`src/rtl/exc_pipe_ctrl_if.sv`:
```
// Pipeline <-> exception controller bundle: MEM-stage requests, hazard flags,
// and the clear/stall/redirect/CP0 outputs. ie_out exists only with EXC_CTRL_INT_EN.
interface exc_pipe_ctrl_if;
  logic        exc_req;
  logic [4:0]  exc_code;
  logic [31:0] exc_pc;
  logic        exc_bd;
  logic        int_req;
  logic        eret_req;
  logic        load_use;
  logic        md_busy;
  logic        ifid_clr;
  logic        idex_clr;
  logic        exmem_clr;
  logic        memwb_clr;
  logic        pc_stall;
  logic        ifid_stall;
  logic        pc_redirect;
  logic [31:0] redirect_pc;
  logic [31:0] epc;
  logic [4:0]  cause_code;
  logic        cause_bd;
  logic        exl;
  logic        busy;
`ifdef EXC_CTRL_INT_EN
  logic        ie_out;
`endif

  // Pipeline side.
  modport master (
    output exc_req, exc_code, exc_pc, exc_bd, int_req, eret_req, load_use, md_busy,
    input  ifid_clr, idex_clr, exmem_clr, memwb_clr, pc_stall, ifid_stall,
           pc_redirect, redirect_pc, epc, cause_code, cause_bd, exl, busy
`ifdef EXC_CTRL_INT_EN
    , input ie_out
`endif
  );

  // Controller side.
  modport slave (
    input  exc_req, exc_code, exc_pc, exc_bd, int_req, eret_req, load_use, md_busy,
    output ifid_clr, idex_clr, exmem_clr, memwb_clr, pc_stall, ifid_stall,
           pc_redirect, redirect_pc, epc, cause_code, cause_bd, exl, busy
`ifdef EXC_CTRL_INT_EN
    , output ie_out
`endif
  );
endinterface

```
`src/rtl/exc_pipe_ctrl.sv`:
```
// Exception/ERET sequencer and hazard-stall controller for the 5-stage pipeline.
// Optional macro EXC_CTRL_INT_EN enables interrupt acceptance gated by an ie bit.
module exc_pipe_ctrl #(
  parameter int          FLUSH_CYCLES = 1,
  parameter logic [31:0] HANDLER_ADDR = 32'h0000_4180,
  parameter int          CNT_W        = 4
) (
  input  logic          clk,
  input  logic          rst_n,
  exc_pipe_ctrl_if.slave bus
);
  typedef enum logic [1:0] {IDLE, FLUSH, REDIRECT} state_t;

  localparam logic [CNT_W-1:0] CNT_LAST = CNT_W'(FLUSH_CYCLES - 1);

  state_t           state_reg, state_next;
  logic [CNT_W-1:0] cnt_reg, cnt_next;
  logic [31:0]      epc_reg, epc_next;
  logic [4:0]       cause_code_reg, cause_code_next;
  logic             cause_bd_reg, cause_bd_next;
  logic             exl_reg, exl_next;
  logic [31:0]      target_reg, target_next;
  logic [31:0]      redirect_pc_reg, redirect_pc_next;
  logic             ie_reg, ie_next;

  logic idle, exc_acc, int_acc, eret_acc, accept, hazard;

  assign idle    = (state_reg == IDLE);
  assign exc_acc = idle && bus.exc_req && !exl_reg;
`ifdef EXC_CTRL_INT_EN
  assign int_acc = idle && bus.int_req && ie_reg && !exl_reg && !exc_acc;
`else
  logic int_req_unused;
  assign int_req_unused = bus.int_req;
  assign int_acc        = 1'b0;
`endif
  assign eret_acc = idle && bus.eret_req && exl_reg && !exc_acc && !int_acc;
  assign accept   = exc_acc || int_acc || eret_acc;
  // An accepted request takes precedence over a bubble in the same cycle.
  assign hazard   = idle && !accept && (bus.load_use || bus.md_busy);

  always_comb begin
    state_next       = state_reg;
    cnt_next         = cnt_reg;
    epc_next         = epc_reg;
    cause_code_next  = cause_code_reg;
    cause_bd_next    = cause_bd_reg;
    exl_next         = exl_reg;
    target_next      = target_reg;
    redirect_pc_next = redirect_pc_reg;
    ie_next          = ie_reg;
    case (state_reg)
      IDLE: begin
        if (exc_acc || int_acc) begin
          epc_next        = bus.exc_bd ? (bus.exc_pc - 32'd4) : bus.exc_pc;
          cause_code_next = exc_acc ? bus.exc_code : 5'd0;
          cause_bd_next   = bus.exc_bd;
          exl_next        = 1'b1;
          target_next     = HANDLER_ADDR;
          cnt_next        = '0;
          state_next      = FLUSH;
          if (int_acc) ie_next = 1'b0;
        end else if (eret_acc) begin
          exl_next    = 1'b0;
          ie_next     = 1'b1;
          target_next = epc_reg;
          cnt_next    = '0;
          state_next  = FLUSH;
        end
      end
      FLUSH: begin
        cnt_next = cnt_reg + CNT_W'(1);
        if (cnt_reg == CNT_LAST) begin
          state_next       = REDIRECT;
          // Published only on entry to REDIRECT so the output keeps the old target until then.
          redirect_pc_next = target_reg;
        end
      end
      REDIRECT: state_next = IDLE;
      default:  state_next = IDLE;
    endcase
  end

  always_ff @(posedge clk or negedge rst_n) begin
    if (!rst_n) begin
      state_reg       <= IDLE;
      cnt_reg         <= '0;
      epc_reg         <= '0;
      cause_code_reg  <= '0;
      cause_bd_reg    <= 1'b0;
      exl_reg         <= 1'b0;
      target_reg      <= HANDLER_ADDR;
      redirect_pc_reg <= HANDLER_ADDR;
      ie_reg          <= 1'b1;
    end else begin
      state_reg       <= state_next;
      cnt_reg         <= cnt_next;
      epc_reg         <= epc_next;
      cause_code_reg  <= cause_code_next;
      cause_bd_reg    <= cause_bd_next;
      exl_reg         <= exl_next;
      target_reg      <= target_next;
      redirect_pc_reg <= redirect_pc_next;
      ie_reg          <= ie_next;
    end
  end

  assign bus.ifid_clr    = (state_reg == FLUSH) || (state_reg == REDIRECT);
  assign bus.idex_clr    = (state_reg == FLUSH) || hazard;
  assign bus.exmem_clr   = (state_reg == FLUSH);
  assign bus.memwb_clr   = (state_reg == FLUSH);
  assign bus.pc_stall    = (state_reg == FLUSH) || hazard;
  assign bus.ifid_stall  = hazard;
  assign bus.pc_redirect = (state_reg == REDIRECT);
  assign bus.redirect_pc = redirect_pc_reg;
  assign bus.epc         = epc_reg;
  assign bus.cause_code  = cause_code_reg;
  assign bus.cause_bd    = cause_bd_reg;
  assign bus.exl         = exl_reg;
  assign bus.busy        = !idle;
`ifdef EXC_CTRL_INT_EN
  assign bus.ie_out      = ie_reg;
`else
  logic ie_unused;
  assign ie_unused = ie_reg ^ ie_next;
`endif
endmodule

```
`src/flat_wrapper.sv`:
```
// flat-port wrapper written by rule: the top's interface ports become plain ports
module exc_pipe_ctrl_flat 
#(
  parameter int          FLUSH_CYCLES = 1,
  parameter logic [31:0] HANDLER_ADDR = 32'h0000_4180,
  parameter int          CNT_W        = 4
)
  (clk, rst_n, bus_exc_req, bus_exc_code, bus_exc_pc, bus_exc_bd, bus_int_req, bus_eret_req, bus_load_use, bus_md_busy, bus_ifid_clr, bus_idex_clr, bus_exmem_clr, bus_memwb_clr, bus_pc_stall, bus_ifid_stall, bus_pc_redirect, bus_redirect_pc, bus_epc, bus_cause_code, bus_cause_bd, bus_exl, bus_busy);
  exc_pipe_ctrl_if bus_i ();
  input  logic clk;
  input  logic rst_n;
  input wire logic [$bits(bus_i.exc_req)-1:0] bus_exc_req;
  input wire logic [$bits(bus_i.exc_code)-1:0] bus_exc_code;
  input wire logic [$bits(bus_i.exc_pc)-1:0] bus_exc_pc;
  input wire logic [$bits(bus_i.exc_bd)-1:0] bus_exc_bd;
  input wire logic [$bits(bus_i.int_req)-1:0] bus_int_req;
  input wire logic [$bits(bus_i.eret_req)-1:0] bus_eret_req;
  input wire logic [$bits(bus_i.load_use)-1:0] bus_load_use;
  input wire logic [$bits(bus_i.md_busy)-1:0] bus_md_busy;
  output wire logic [$bits(bus_i.ifid_clr)-1:0] bus_ifid_clr;
  output wire logic [$bits(bus_i.idex_clr)-1:0] bus_idex_clr;
  output wire logic [$bits(bus_i.exmem_clr)-1:0] bus_exmem_clr;
  output wire logic [$bits(bus_i.memwb_clr)-1:0] bus_memwb_clr;
  output wire logic [$bits(bus_i.pc_stall)-1:0] bus_pc_stall;
  output wire logic [$bits(bus_i.ifid_stall)-1:0] bus_ifid_stall;
  output wire logic [$bits(bus_i.pc_redirect)-1:0] bus_pc_redirect;
  output wire logic [$bits(bus_i.redirect_pc)-1:0] bus_redirect_pc;
  output wire logic [$bits(bus_i.epc)-1:0] bus_epc;
  output wire logic [$bits(bus_i.cause_code)-1:0] bus_cause_code;
  output wire logic [$bits(bus_i.cause_bd)-1:0] bus_cause_bd;
  output wire logic [$bits(bus_i.exl)-1:0] bus_exl;
  output wire logic [$bits(bus_i.busy)-1:0] bus_busy;
  assign bus_i.exc_req = bus_exc_req;
  assign bus_i.exc_code = bus_exc_code;
  assign bus_i.exc_pc = bus_exc_pc;
  assign bus_i.exc_bd = bus_exc_bd;
  assign bus_i.int_req = bus_int_req;
  assign bus_i.eret_req = bus_eret_req;
  assign bus_i.load_use = bus_load_use;
  assign bus_i.md_busy = bus_md_busy;
  assign bus_ifid_clr = bus_i.ifid_clr;
  assign bus_idex_clr = bus_i.idex_clr;
  assign bus_exmem_clr = bus_i.exmem_clr;
  assign bus_memwb_clr = bus_i.memwb_clr;
  assign bus_pc_stall = bus_i.pc_stall;
  assign bus_ifid_stall = bus_i.ifid_stall;
  assign bus_pc_redirect = bus_i.pc_redirect;
  assign bus_redirect_pc = bus_i.redirect_pc;
  assign bus_epc = bus_i.epc;
  assign bus_cause_code = bus_i.cause_code;
  assign bus_cause_bd = bus_i.cause_bd;
  assign bus_exl = bus_i.exl;
  assign bus_busy = bus_i.busy;
  exc_pipe_ctrl #(.FLUSH_CYCLES(FLUSH_CYCLES), .HANDLER_ADDR(HANDLER_ADDR), .CNT_W(CNT_W)) u_core (.clk(clk), .rst_n(rst_n), .bus(bus_i));
endmodule
```
`config.mk`:
```
export PLATFORM = sky130hd
export DESIGN_NAME = exc_pipe_ctrl_flat
export DESIGN_NICKNAME = d
export VERILOG_FILES = /design/src/rtl/exc_pipe_ctrl_if.sv /design/src/rtl/exc_pipe_ctrl.sv /design/src/flat_wrapper.sv
export SDC_FILE = /design/constraint.sdc
export NUM_CORES = 1
export LEC_CHECK = 0
export BUFFER_PORTS_ARGS = -buffer_cell sky130_fd_sc_hd__buf_2
export CORE_MARGIN = 1.5
export CORE_UTILIZATION = 40
export DETAILED_ROUTE_END_ITERATION = 8
export SKIP_CTS_REPAIR_TIMING = 1
export SYNTH_ARGS = -nofsm -noshare
export SYNTH_HDL_FRONTEND = slang
export SYNTH_SLANG_ARGS = --single-unit
```
`constraint.sdc`:
```
create_clock -name clk -period 2.4 [get_ports clk]
set_input_delay 0.12 -clock clk [delete_from_list [all_inputs] [get_ports clk]]
set_output_delay 0.12 -clock clk [all_outputs]
set_load 0.02 [all_outputs]
```
==> summary by stage <==
Timing
In the final timing run, aggregate negative setup slack is 0 ps. In this run the tightest slew margin relative to its limit is 59.1%. Clock skew on the completed layout was measured at 4.17 ps. The worst path uses 82.4% of the clock period. The maximum clock frequency is 0.506 GHz. The setup-violating endpoint count in the final report is 0. The worst hold slack is 45.9 ps.

Setup repair after global routing left no endpoint under its margin. The count of endpoints failing hold in the final timing report came to 0. Across all setup checks in the final design, the least slack found is 422 ps. The max-slew violation count is 0. The shortest clock period the worst path allows after layout is 1980 ps.

For the pin with the worst max-slew slack, the measured transition is 607 ps.

Worst setup path
The worst register-to-register path has a depth of 6. The worst setup path is launched from a flip-flop. Along the worst path, the maximum fanout reaches 20.

The kind of cell with the highest combined delay along the critical path is simple AND/OR/NAND/NOR gates. The critical path capture point type is a flip-flop. The critical path in this run is classified as flip-flop to flip-flop. In this run the register-to-register setup slack is 420 ps.

Traced cell by cell, the critical path runs through inv_1 -> ha_1 -> nand2_1 -> or2_2 -> or4_1 -> nand3_1. For this run, the slowest stage of the critical path takes 550 ps. The sum of buffers and inverters on the critical path is 1. For the worst setup path, the data required time is 2680 ps.

The startpoint identified for the worst register-to-register timing path is u_core.state_reg[0]. The endpoint identified for the worst register-to-register timing path is u_core.bus.epc[15]. Data arrives at the worst endpoint at 2260 ps. On the critical path, the stage with the largest delay is an instance of sky130_fd_sc_hd__or4_1.

Synthesis
The area of the mapped netlist is 4820 um^2. The register bit count reported by yosys is 109. The cell count after synthesis came out at 426. Of all flip-flops after synthesis, the portion carrying an async set or reset was 100%. When the netlist entered floorplanning its net count stood at 478. Yosys mapped a number of flops with a built-in enable equal to 0. For this run, the number of Yosys warnings is 0. The proportion of synthesized chip area in sequential cells is 56.7%. The synthesized area per cell is 11.3 um^2. The number of distinct library cell variants in the gate-level netlist after synthesis is 41. The primary flip-flop cell chosen by synthesis mapping is sky130_fd_sc_hd__dfrtp_1.

Power
Power spread over the standard cell area amounts to 1280 nW/um^2. The worst-case vdd ir drop is 0.400 mV. The analysis attributes to cell leakage a power of 2.85 nW. Power comes to 7.67 mW.

Floorplan
The die covers 12700 um^2. Once the floorplan was initialized, standard cells occupied 41.7% of the core. The die is 113 um tall.

The number of I/O pins is 124. The width of the die is 113 um. The number of placement rows is 39.

The placeable core region is 11600 um^2.

Routing
In this run the remaining antenna-violating nets after routing total 0. Wires add up to 11.6 mm. The via density per instance is 5.33. The count of unresolved DRC violations after routing is 0. The starting DRC count in detailed routing is 179. The average wire length per cell after detail routing is 16.5 um. The first detailed-routing pass took 4 iterations. The detailed router placed 3761 vias in this run.

Finish
From synthesis to final layout, the design area changed by 24.0%. Across the whole layout, storage elements account for 2740 um^2. The number of nets in the layout is 608.

The finished layout holds 705 standard cells, fillers aside. The count of fill cells added during filler insertion is 1049. The final design instance area without fill is 5980 um^2. The area of the multi-input gates is 1940 um^2. Once layout is complete, the utilization of the core stands at 51.7%. Cells with a size suffix above 1 make up 33.3% of the layout.

Run
Max-cap violations in this run came to 0.

Placement
The routability-driven placement congestion ratio is 0.850. The count of buffers added on input and output ports is 122. The worst-case setup slack after placement is 202 ps. The detailed placement HPWL is 8.64 mm. The placed cell count is 680. The cell area after placement is 5620 um^2.

Outcome
The flow ran to the end, and the final reports show no timing, DRC or antenna violations.

Global route
The number of global-route vias before repair is 3688. The global routing usage summed across all routing layers is 19.2%. The first global-routing pass estimated 19.1 mm of wire. The pin count of the biggest net entering global routing is 47.

The number of antenna violations at the first check in global routing is 1. The total overflow left after global routing is 0.

Min path
The startpoint identified for the worst hold timing path is bus_exc_req. In this run the worst hold path is classified as input port to flip-flop. The worst hold path terminates at u_core.bus.exl. The cell count of the worst hold path is 3.

CTS
TritonCTS built the clock tree. The root buffer cell is sky130_fd_sc_hd__clkbuf_16. After clock tree synthesis, the clock-pin slew on the worst setup and hold paths is 70 ps.

The clock latency reported for the late side of the worst-skew pair is 340 ps. The maximum number of buffers from clock root to sink is 2. The clock drives 109 sinks. In this run the number of H-tree levels came out at 3. Clock tree synthesis inserted a total of 9 buffers.
==> power breakdown <==
part	total [mW]	switching, mW	internal, mW
Sequential	3.12	0.500	2.62
Combinational	3.18	1.89	1.29
Clock	1.37	0.631	0.734
Total	7.67	3.02	4.65
==> cell families after synthesis <==
logic type | share of synthesized area, %
DFF | 56.7
muxes | 7.94
AOI/OAI and AO/OA | 13.3
and+or+nand+nor | 14.8
xor gates and xnor gates | 2.36
adders and majority gates | 1.82
buffers and inverters | 2.99
==> placed cells by master (no fill, tap or decap), drive strengths merged, types with 7 or more instances in the layout <==
master	n
buf	137
dfrtp	103
nand2	51
mux2	34
a22o	31
nor2	28
or4	19
o21ai	18
a31oi	13
clkbuf	13
o31ai	12
nand3	10
xor2	8
dlygate4sd3	8
inv	7
ha	7
==> how the worst max path moves through the flow <==
stage,startpoint,to,slack (ps),depth (start not counted)
after global routing,u_core.state_reg[1],u_core.bus.epc[15],300,6
after CTS,u_core.state_reg[0],u_core.bus.epc[15],400,6
after global placement,bus_exc_pc[2],u_core.bus.epc[24],270,8
final,u_core.state_reg[0],u_core.bus.epc[15],420,6
after detailed placement,bus_exc_pc[10],u_core.bus.epc[25],200,5
after floorplan,u_core.state_reg[1],u_core.bus.redirect_pc[10],190,7
==> Yosys cell counts (2+ instances only) <==
library cell               count  area [um^2]
sky130_fd_sc_hd__or2_2         4         25.0
sky130_fd_sc_hd__a22o_1       31          272
sky130_fd_sc_hd__buf_4         3         22.5
sky130_fd_sc_hd__or4b_1        2         20.0
sky130_fd_sc_hd__a31oi_1      13         81.3
sky130_fd_sc_hd__dfrtp_1     103         2580
sky130_fd_sc_hd__xor2_1        8         70.1
sky130_fd_sc_hd__buf_1         3         11.3
sky130_fd_sc_hd__or4_1        19          143
sky130_fd_sc_hd__o31ai_1      12         90.1
sky130_fd_sc_hd__nor2_1       28          105
sky130_fd_sc_hd__nand2_1      51          191
sky130_fd_sc_hd__and3_1        2         12.5
sky130_fd_sc_hd__nand3_1      10         50.1
sky130_fd_sc_hd__xnor2_1       5         43.8
sky130_fd_sc_hd__nand4b_1      2         17.5
sky130_fd_sc_hd__mux2_1        9          101
sky130_fd_sc_hd__clkbuf_1     18         67.6
sky130_fd_sc_hd__o21ai_0      15         75.1
sky130_fd_sc_hd__o22a_1        4         35.0
sky130_fd_sc_hd__o211ai_1      3         22.5
sky130_fd_sc_hd__ha_1          7         87.6
sky130_fd_sc_hd__nand2b_1      4         25.0
sky130_fd_sc_hd__o21ai_1       3         15.0
sky130_fd_sc_hd__inv_1         7         26.3
sky130_fd_sc_hd__mux2_2       25          282
sky130_fd_sc_hd__or3_1         5         31.3
sky130_fd_sc_hd__nand4_1       3         18.8
sky130_fd_sc_hd__nor3_1        5         25.0
sky130_fd_sc_hd__a21oi_1       3         15.0
sky130_fd_sc_hd__dfstp_2       6          158
sky130_fd_sc_hd__nor4_1        4         25.0
==> cell type report <==
cell class,instances,area share [%]
clock buffers,13,4.19
clock inverters,3,0.356
multi-input cells,284,32.5
inverters,7,0.440
well taps,143,2.99
repair buffers,145,13.7
diodes,1,0.0419
flip-flops and latches,109,45.8
==> tightest hold or removal path: stages <==
cell and delay, ps:
sky130_fd_sc_hd__buf_2 100, sky130_fd_sc_hd__a21oi_1 60, sky130_fd_sc_hd__nor2_1 70
==> metal layers <==
layer,part of all wire (%),routed length [um],up-vias,track usage [%]
met5,0,0,-,0
li1,-,-,1813,-
met1,44,5150,1846,25.1
met4,2.1,239,0,7.76
met2,49,5750,86,31.3
met3,4.4,507,16,4.02
(Power assumes the default switching activity.)
